`src/rtl/clock_phase_gen_pkg.sv`:
```
`default_nettype none
// ============================================================================
// clk_phase_pkg : CPU-phase state type and divider helper functions
// Rev 1.0 : initial release
// ============================================================================
package clk_phase_pkg;

  typedef enum logic [1:0] {
    RUN    = 2'd0,
    HALTED = 2'd1,
    STEP   = 2'd2
  } cpu_state_t;

  // log2 for the supported mem multipliers (1, 2, 4, 8)
  function automatic int mult_shift(input int mult);
    int s;
    s = 0;
    for (int i = 0; i < 4; i++) begin
      if ((1 << i) == mult) s = i;
    end
    return s;
  endfunction

  // A half period must split evenly into mem phases, each at least 2 cycles
  function automatic logic legal_half(input int value, input int mult);
    return ((value % mult) == 0) && (value >= 2 * mult);
  endfunction

endpackage
`default_nettype wire

```
`src/rtl/clock_phase_gen_if.sv`:
```
`default_nettype none
// ============================================================================
// clock_phase_gen_if : reload port, CPU control and phase outputs
// Rev 1.0 : initial release
// ============================================================================
interface clock_phase_gen_if #(
  parameter int CNT_W = 8
);
  logic             load_valid;
  logic [CNT_W-1:0] load_data;
  logic             load_ready;
  logic             load_err;
  logic             halt;
  logic             step;
  logic             halted;
  logic             cpu_phi;
  logic             mem_phi;
  logic             vid_phi;
  logic             cpu_rise;
  logic             cpu_fall;

  modport master (
    output load_valid, load_data, halt, step,
    input  load_ready, load_err, halted, cpu_phi, mem_phi, vid_phi, cpu_rise, cpu_fall
  );

  modport slave (
    input  load_valid, load_data, halt, step,
    output load_ready, load_err, halted, cpu_phi, mem_phi, vid_phi, cpu_rise, cpu_fall
  );
endinterface
`default_nettype wire

```
`src/rtl/clock_phase_gen_tick_counter.sv`:
```
`default_nettype none
// ============================================================================
// phase_tick_counter : wrapping 0..modulus-1 counter with terminal count
// Rev 1.0 : initial release
// ============================================================================
module phase_tick_counter #(
  parameter int W = 8
) (
  input  logic         clk,
  input  logic         rst,
  input  logic         restart,
  input  logic [W-1:0] modulus,
  output logic         tc
);
  logic [W-1:0] count;

  assign tc = (count == (modulus - W'(1)));

  always_ff @(posedge clk or posedge rst) begin
    if (rst) begin
      count <= '0;
    end else if (restart || tc) begin
      count <= '0;
    end else begin
      count <= count + W'(1);
    end
  end
endmodule
`default_nettype wire

```
`src/rtl/clock_phase_gen.sv`:
```
`default_nettype none
// ============================================================================
// clock_phase_gen : cpu/mem/vid phase clocks from CLOCK_50 with halt/step
//                   and a runtime reload port. CLKDIV_SIM_FAST_EN selects
//                   the short reset half period for fast simulation.
// Rev 1.0 : initial release
// ============================================================================
module clock_phase_gen
  import clk_phase_pkg::*;
#(
  parameter int CNT_W        = 8,
  parameter int HALF_DEFAULT = 40,
  parameter int HALF_SIM     = 8,
  parameter int MEM_MULT     = 4
) (
  input  logic             CLOCK_50,
  input  logic             reset,
  clock_phase_gen_if.slave bus
);
  localparam int MEM_SHIFT = mult_shift(MEM_MULT);
`ifdef CLKDIV_SIM_FAST_EN
  localparam bit SIM_FAST = 1'b1;
`else
  localparam bit SIM_FAST = 1'b0;
`endif
  localparam logic [CNT_W-1:0] HALF_INIT = CNT_W'(SIM_FAST ? HALF_SIM : HALF_DEFAULT);
  localparam logic [CNT_W-1:0] MEM_INIT  = HALF_INIT >> MEM_SHIFT;

  logic [CNT_W-1:0] half_q, mem_half, pend_val;
  logic             pend, apply, boundary, mem_tc;
  logic             cpu_phi, mem_phi, vid_phi, cpu_rise, cpu_fall;
  logic             halted, load_err, step_pending;
  cpu_state_t       state;

  assign apply = boundary & pend;

  phase_tick_counter #(.W(CNT_W)) u_major (
    .clk(CLOCK_50), .rst(reset), .restart(apply), .modulus(half_q), .tc(boundary)
  );

  // Restarting at every boundary keeps mem phases aligned to the cpu period
  phase_tick_counter #(.W(CNT_W)) u_minor (
    .clk(CLOCK_50), .rst(reset), .restart(boundary), .modulus(mem_half), .tc(mem_tc)
  );

  always_ff @(posedge CLOCK_50 or posedge reset) begin
    if (reset) begin
      half_q   <= HALF_INIT;
      mem_half <= MEM_INIT;
      pend     <= 1'b0;
      pend_val <= '0;
      load_err <= 1'b0;
      mem_phi  <= 1'b1;
      vid_phi  <= 1'b1;
    end else begin
      load_err <= 1'b0;
      if (mem_tc)   mem_phi <= ~mem_phi;
      if (boundary) vid_phi <= ~vid_phi;
      if (bus.load_valid && !pend) begin
        if (legal_half(32'(bus.load_data), MEM_MULT)) begin
          pend     <= 1'b1;
          pend_val <= bus.load_data;
        end else begin
          load_err <= 1'b1;
        end
      end
      // A value captured on a boundary edge waits for the next one
      if (apply) begin
        half_q   <= pend_val;
        mem_half <= pend_val >> MEM_SHIFT;
        pend     <= 1'b0;
      end
    end
  end

  always_ff @(posedge CLOCK_50 or posedge reset) begin
    if (reset) begin
      state        <= RUN;
      cpu_phi      <= 1'b0;
      cpu_rise     <= 1'b0;
      cpu_fall     <= 1'b0;
      halted       <= 1'b0;
      step_pending <= 1'b0;
    end else begin
      cpu_rise <= 1'b0;
      cpu_fall <= 1'b0;
      if (bus.step && state == HALTED) step_pending <= 1'b1;
      if (boundary) begin
        case (state)
          RUN: begin
            if (!cpu_phi && bus.halt) begin
              state  <= HALTED;
              halted <= 1'b1;
            end else begin
              cpu_phi  <= ~cpu_phi;
              cpu_rise <= ~cpu_phi;
              cpu_fall <= cpu_phi;
            end
          end
          HALTED: begin
            if (!bus.halt || step_pending) begin
              state        <= bus.halt ? STEP : RUN;
              cpu_phi      <= 1'b1;
              cpu_rise     <= 1'b1;
              halted       <= 1'b0;
              step_pending <= 1'b0;
            end
          end
          STEP: begin
            state    <= RUN;
            cpu_phi  <= 1'b0;
            cpu_fall <= 1'b1;
          end
          default: state <= RUN;
        endcase
      end
    end
  end

  assign bus.load_ready = ~pend;
  assign bus.load_err   = load_err;
  assign bus.halted     = halted;
  assign bus.cpu_phi    = cpu_phi;
  assign bus.mem_phi    = mem_phi;
  assign bus.vid_phi    = vid_phi;
  assign bus.cpu_rise   = cpu_rise;
  assign bus.cpu_fall   = cpu_fall;
endmodule
`default_nettype wire

```
`src/flat_wrapper.sv`:
```
// flat-port wrapper written by rule: the top's interface ports become plain ports
module clock_phase_gen_flat import clk_phase_pkg::*;
#(
  parameter int CNT_W        = 8,
  parameter int HALF_DEFAULT = 40,
  parameter int HALF_SIM     = 8,
  parameter int MEM_MULT     = 4
)
  (CLOCK_50, reset, bus_load_valid, bus_load_data, bus_halt, bus_step, bus_load_ready, bus_load_err, bus_halted, bus_cpu_phi, bus_mem_phi, bus_vid_phi, bus_cpu_rise, bus_cpu_fall);
  clock_phase_gen_if #(.CNT_W(CNT_W)) bus_i ();
  input  logic CLOCK_50;
  input  logic reset;
  input wire logic [$bits(bus_i.load_valid)-1:0] bus_load_valid;
  input wire logic [$bits(bus_i.load_data)-1:0] bus_load_data;
  input wire logic [$bits(bus_i.halt)-1:0] bus_halt;
  input wire logic [$bits(bus_i.step)-1:0] bus_step;
  output wire logic [$bits(bus_i.load_ready)-1:0] bus_load_ready;
  output wire logic [$bits(bus_i.load_err)-1:0] bus_load_err;
  output wire logic [$bits(bus_i.halted)-1:0] bus_halted;
  output wire logic [$bits(bus_i.cpu_phi)-1:0] bus_cpu_phi;
  output wire logic [$bits(bus_i.mem_phi)-1:0] bus_mem_phi;
  output wire logic [$bits(bus_i.vid_phi)-1:0] bus_vid_phi;
  output wire logic [$bits(bus_i.cpu_rise)-1:0] bus_cpu_rise;
  output wire logic [$bits(bus_i.cpu_fall)-1:0] bus_cpu_fall;
  assign bus_i.load_valid = bus_load_valid;
  assign bus_i.load_data = bus_load_data;
  assign bus_i.halt = bus_halt;
  assign bus_i.step = bus_step;
  assign bus_load_ready = bus_i.load_ready;
  assign bus_load_err = bus_i.load_err;
  assign bus_halted = bus_i.halted;
  assign bus_cpu_phi = bus_i.cpu_phi;
  assign bus_mem_phi = bus_i.mem_phi;
  assign bus_vid_phi = bus_i.vid_phi;
  assign bus_cpu_rise = bus_i.cpu_rise;
  assign bus_cpu_fall = bus_i.cpu_fall;
  clock_phase_gen #(.CNT_W(CNT_W), .HALF_DEFAULT(HALF_DEFAULT), .HALF_SIM(HALF_SIM), .MEM_MULT(MEM_MULT)) u_core (.CLOCK_50(CLOCK_50), .reset(reset), .bus(bus_i));
endmodule
```
`config.mk`:
```
export PLATFORM = sky130hd
export DESIGN_NAME = clock_phase_gen_flat
export DESIGN_NICKNAME = d
export VERILOG_FILES = /design/src/rtl/clock_phase_gen_pkg.sv /design/src/rtl/clock_phase_gen_if.sv /design/src/rtl/clock_phase_gen_tick_counter.sv /design/src/rtl/clock_phase_gen.sv /design/src/flat_wrapper.sv
export SDC_FILE = /design/constraint.sdc
export NUM_CORES = 1
export LEC_CHECK = 0
export CAP_MARGIN = 25
export CELL_PAD_IN_SITES_DETAIL_PLACEMENT = 0
export CELL_PAD_IN_SITES_GLOBAL_PLACEMENT = 1
export CORE_MARGIN = 2
export CORE_UTILIZATION = 41
export DETAILED_ROUTE_END_ITERATION = 16
export PLACE_DENSITY_LB_ADDON = 0.1
export REMOVE_ABC_BUFFERS = 1
export SETUP_SLACK_MARGIN = 0.15
export SLEW_MARGIN = 20
export SYNTH_ARGS = -nofsm -noshare
export SYNTH_HDL_FRONTEND = slang
export SYNTH_SLANG_ARGS = --single-unit
```
`constraint.sdc`:
```
create_clock -name CLOCK_50 -period 2.3 [get_ports CLOCK_50]
set_input_delay 0.575 -clock CLOCK_50 [delete_from_list [all_inputs] [get_ports CLOCK_50]]
set_output_delay 0.575 -clock CLOCK_50 [all_outputs]
set_load 0.01 [all_outputs]
```
== Word-level counts from Yosys, hierarchy flattened ==
Cells that the tools add are included.

* Register bits after elaboration: 49
* Word-level logic and storage cells: 81
* Input bits: 13
* Output and inout bits: 8

* Equality and inequality tests: 7
* Order comparisons: 1
* Add/subtract/negate cells: 4
* Bitwise operators: 5
* Reduce and logical (&&, ||, !) cells: 21
* Multiplexer cells: 28

{| class="wikitable"
|+ Operators with widths
! cell !! count
|-
| 32-bit zero test || 1
|-
| 1-bit 2-to-1 mux || 18
|-
| 8-bit by 1-bit adder with 8-bit output, second input constant || 2
|-
| 8-bit == test || 2
|-
| 8-bit 2-to-1 mux || 2
|-
| 8-bit by 4-bit greater-or-equal comparator with 1-bit output, second input constant || 1
|-
| 4-bit AND reduction || 2
|-
| 8-bit by 1-bit subtractor with 8-bit output, second input constant || 1
|-
| 6-bit by 1-bit subtractor with 7-bit output, second input constant || 1
|-
| 2-bit 2-to-1 mux || 3
|-
| 1-bit one-hot mux with 2 select lines || 3
|-
| 2-bit nonzero test || 3
|-
| 1-bit logical AND || 4
|-
| 2-bit inequality test, second input constant || 2
|-
| 1-bit NOT || 4
|-
| 2-bit one-hot mux with 2 select lines || 1
|-
| 2-bit AND reduction || 2
|-
| 1-bit zero test || 3
|-
| 1-bit logical OR || 3
|-
| 1-bit one-hot mux with 3 select lines || 1
|-
| 3-bit AND reduction || 1
|-
| 3-bit nonzero test || 1
|-
| 2-bit by 1-bit == test with 1-bit output, second input constant || 1
|-
| 2-bit == test, second input constant || 1
|-
| 3 further kinds || 3
|}

== Depth between registers and ports, before layout ==
* Depth after elaboration: 6
* Gate-level depth with buffers: 9
* Gate-level depth less buffers: 8

== Hierarchy ==
From an unflattened synthesis, not the netlist that was laid out.

* Cells, all modules: 207
* Area total of the unflattened synthesis: 2347.3 um^2

{| class="wikitable"
|+ By module, submodules not included
! module !! instances !! cells an instance !! area each (um^2) !! seq. area each (um^2)
|-
| clock_phase_gen || 1 || 91 || 1188.6 || 680.7
|-
| phase_tick_counter || 2 || 58 || 579.3 || 200.2
|}

== Worst setup path after synthesis ==
No wires, ideal clock.

* Kind: register to register
* Start: register u_core.half_q[2]
* End: register u_core.half_q[0]
* Setup time: 0.125 ns
* Buffers on the path: 0
* Required time: 2.175 ns
* Stages on the path, launching flop included: 9
* Setup slack: 0.058 ns
* Data arrival time: 2.117 ns
* Clock period less this slack: 2.242 ns
* Cells stage by stage: dfrtp_1 > inv_1 > ha_1 > nor3b_2 > and3_1 > o2111ai_1 > a211oi_4 > nand2_4 > mux2_4

* Longest elaborated chain between the ends: 3

{| class="wikitable"
|+ Ends and longest elaborated chain
! what !! RTL line !! source
|-
| from (decl) || clock_phase_gen.sv:29 || <nowiki>logic [CNT_W-1:0] half_q, mem_half, pend_val;</nowiki>
|-
| from (signal assigned) || clock_phase_gen.sv:69 || <nowiki>half_q <= pend_val;</nowiki>
|-
| 8-bit by 1-bit subtractor with 8-bit output || clock_phase_gen_tick_counter.sv:17 || <nowiki>assign tc = (count == (modulus - W'(1)));</nowiki>
|-
| 8-bit == test || clock_phase_gen_tick_counter.sv:17 ||
|-
| 1-bit AND || clock_phase_gen.sv:35 || <nowiki>assign apply = boundary & pend;</nowiki>
|}

No other way between the ends.
A chain may end at the register's enable or synchronous reset.

== Final worst setup path ==
* Start: register u_core.half_q[3]
* End: register u_core.half_q[1]

The elaborated chain is that of the path after synthesis.

==> summary.md <==
| Metric | Value |
|---|---|
| Status | complete, no violations |
| Max clock buf depth | 2 |
| Clk sink count | 43 |
| Routed met2 length | 2.24 mm |
| Ports | 21 |
| R2R setup slack | 0.07 ns |
| RD Place Congestion | 0.804 |
| Post-DP HPWL | 3.25 mm |
| Root Driver | clkbuf_8 |
| Setup violators final | 0 |
| Total number of vias | 1651 |
| Layout cell share with drive strength beyond 1 | 0.323 |
| CP Launch Type | flop |
| Crit path required time | 2.48 ns |
| Vias in the first global route | 1737 |
| Nets | 282 |
| Post-synth EDFFs | 0 |
| Crit path kind | flop to flop |
| Final min period | 2.23 ns |
| Sum Neg Setup Slack | 0 ns |
| Residual DRC | 0 |
| Library cells used by synthesis | 42 |
| Initial DRT Pass Iterations | 4 |
| Initial antenna violation count | 0 |
| WHS Path Cells | 1 |
| FFs w/ async S/R, synth | 1.00 |
| Max VDD drop | 0.312 mV |
| Ys Warns | 0 |
| CP max FO | 8 |
| Wl on met1 | 2.37 mm |
| GRT Util Overall | 0.162 |
| Synth area leaders | dfrtp_1 (42%), xor2_1 (7.5%), mux2_4 (5.2%) |
| Final WL | 4.79 mm |
| Worst min path class | flop to flop |
| PwrDens | 450 nW/um2 |
| Syn_area_per_cell | 11.0 um2 |
| Crit share post-route | 0.968 |
| CTS tree | done |
| Top FF cell, synth | dfrtp_1 |
| Top layer reached by signal wires | met4 |
| Layout area overhead | 31.2% |
| FF-to-FF End | u_core.half_q[1] |
| Commonest cells after routing, fill and taps aside | dfrtp_1 (39), xor2_1 (20), clkdlybuf4s50_1 (20) |
| CP endpoint | u_core.half_q[1] |
| RSZ-0062 raised after global routing | true |
| Largest net degree at the start of global routing | 44 |
| CP Launch Point | u_core.half_q[3] |
| RR Startpoint | u_core.half_q[3] |
| Latest clock arrival within the worst-skew pair | 0.29 ns |
| Hold slack | 0.496 ns |
| WL met3 | 123 um |
| Clock transition at path regs | 0.09 ns |
| First-pass GRT wire length | 8.00 mm |
| # port buffers | 20 |
| Via/cell ratio | 4.97 |
| Synth Register Bits | 43 |
| Post-synth top area share | 0.419 |
| Area leader, netlist | dfrtp_1 |
| Cts bufs inserted | 5 |
| Post-Syn Area | 2330 um2 |
| Die Height | 79.4 um |
| CP Capture Type | flop |
| Skew final | 0.00791 ns |
| CP arrival | 2.41 ns |
| Commonest non-fill, non-tap cell in the layout | dfrtp_1 |
| ANT cells | 0 |
| Starting DRT DRC Count | 59 |
| Routed len/inst | 14.4 um |
| Cell area after layout | 3060 um2 |
| Die width | 79.4 um |
| GR Overflow Total | 0 |
| Max Slew Vio Count | 0 |
| H-tree depth | 2 |
| Seq/Total Area, Yosys | 0.464 |
| Leakage power total | 1.39 nW |
| F_max | 0.449 GHz |
| # Max-Cap Violations | 0 |
| DRT antenna net count | 0 |
| Placed Area | 2690 um2 |
| Final Hold Fails | 0 |
| Tightest Pin Transition | 0.535 ns |
| Post-Synthesis Cells | 211 |
| CTS Hold Bufs | 0 |
| DIE AREA | 6300 um2 |
| FP Rows | 27 |
| Starting Density | 0.423 |
| CORE AREA | 5510 um2 |
| Worst R2R Path Depth | 8 |
| Headroom to the max-slew limit | 0.644 |
[cell usage after synthesis, types with 4 or more instances]
| library cell | n |
|---|---|
| a21boi_0 | 4 |
| a21oi_1 | 8 |
| and3_1 | 8 |
| dfrtp_1 | 39 |
| dfstp_2 | 4 |
| ha_1 | 9 |
| inv_1 | 12 |
| mux2_2 | 6 |
| mux2_4 | 8 |
| nand3_1 | 9 |
| nor2_1 | 22 |
| nor2b_1 | 4 |
| o21ai_0 | 4 |
| xnor2_1 | 12 |
| xor2_1 | 20 |
[final cells by class]
cell class,instances,area [um2]
well taps,72,90.1
inverters,12,45.0
clock buffers,5,68.8
multi-input cells,152,1320
flip-flops and latches,43,1080
clock inverters,2,37.5
repair buffers,46,422
fillers,502,2450
[kinds of logic (layout without fill, tap and decap cells)]
group / Yosys count / after routing / synth area share
compound gates: 30 / 30 / 0.0918
fa+ha+maj: 9 / 9 / 0.0483
simple gates: 66 / 66 / 0.160
xor+xnor: 32 / 32 / 0.120
mux: 15 / 15 / 0.0848
buf+inv: 16 / 65 / 0.0306
flops: 43 / 43 / 0.464
[sequential cells by signal, summed over array words and instances, names as in the netlist]
signal and flops:
u_core.step_pending 1, u_core.state 2, u_core.bus.cpu_rise 1, u_core.u_minor.count 8, u_core.pend 1, u_core.bus.halted 1
u_core.bus.load_err 1, u_core.bus.vid_phi 1, u_core.bus.mem_phi 1, u_core.bus.cpu_phi 1, u_core.half_q 8, u_core.u_major.count 8
u_core.pend_val 8, u_core.bus.cpu_fall 1
[how the worst min path moves through the flow]
stage	from	endpoint	slack, ns
finish	u_core.pend_val[1]	u_core.pend_val[1]	0.50
global placement	u_core.pend_val[1]	u_core.pend_val[1]	0.47
detailed placement	u_core.pend_val[1]	u_core.pend_val[1]	0.48
CTS	u_core.pend_val[1]	u_core.pend_val[1]	0.50
floorplan	u_core.pend_val[0]	u_core.pend_val[0]	0.45
global route	u_core.pend_val[5]	u_core.half_q[5]	0.53
[where the power goes]
group          internal [mW]  total (mW)  switching (mW)
Combinational         0.0206      0.0415          0.0209
Clock                  0.318       0.580           0.263
Sequential             0.756       0.756               0
Total                   1.09        1.38           0.284
[critical path: stages (launching register included)]
cell	delay, ns
dfstp_2	0.39
buf_6	0.11
or3_4	0.37
nor3_4	0.18
nand4b_1	0.22
a211oi_4	0.27
buf_6	0.17
nand2_8	0.09
mux2_4	0.31
[metal layers]
metal  vias to the layer above  global-route usage
li1                        816                   -
met1                       806               0.222
met2                        23               0.260
met3                         6              0.0339
met4                         0              0.0483
met5                         -                   0
[timing repair]
action / in CTS / in global routing
resized for setup: 16 / 24
buffers inserted: 11 / 2
setup endpoints to repair: 39 / 32
cloned: 1 / 0
pin swaps: 7 / 9
[stage by stage]
stage | power (mW) | util | instances | setup WS, ns
3_3_place_gp | 0.812 | 0.488 | 311 | -0.172
6_report | 1.38 | 0.556 | 332 | 0.0734
3_5_place_dp | 0.813 | 0.488 | 311 | -0.227
4_1_cts | 1.40 | 0.536 | 330 | 0.109
5_1_grt | 1.43 | 0.556 | 332 | -0.00299
2_1_floorplan | 0.784 | - | 207 | -0.301
Note: power is estimated with default switching activity, not from simulation.
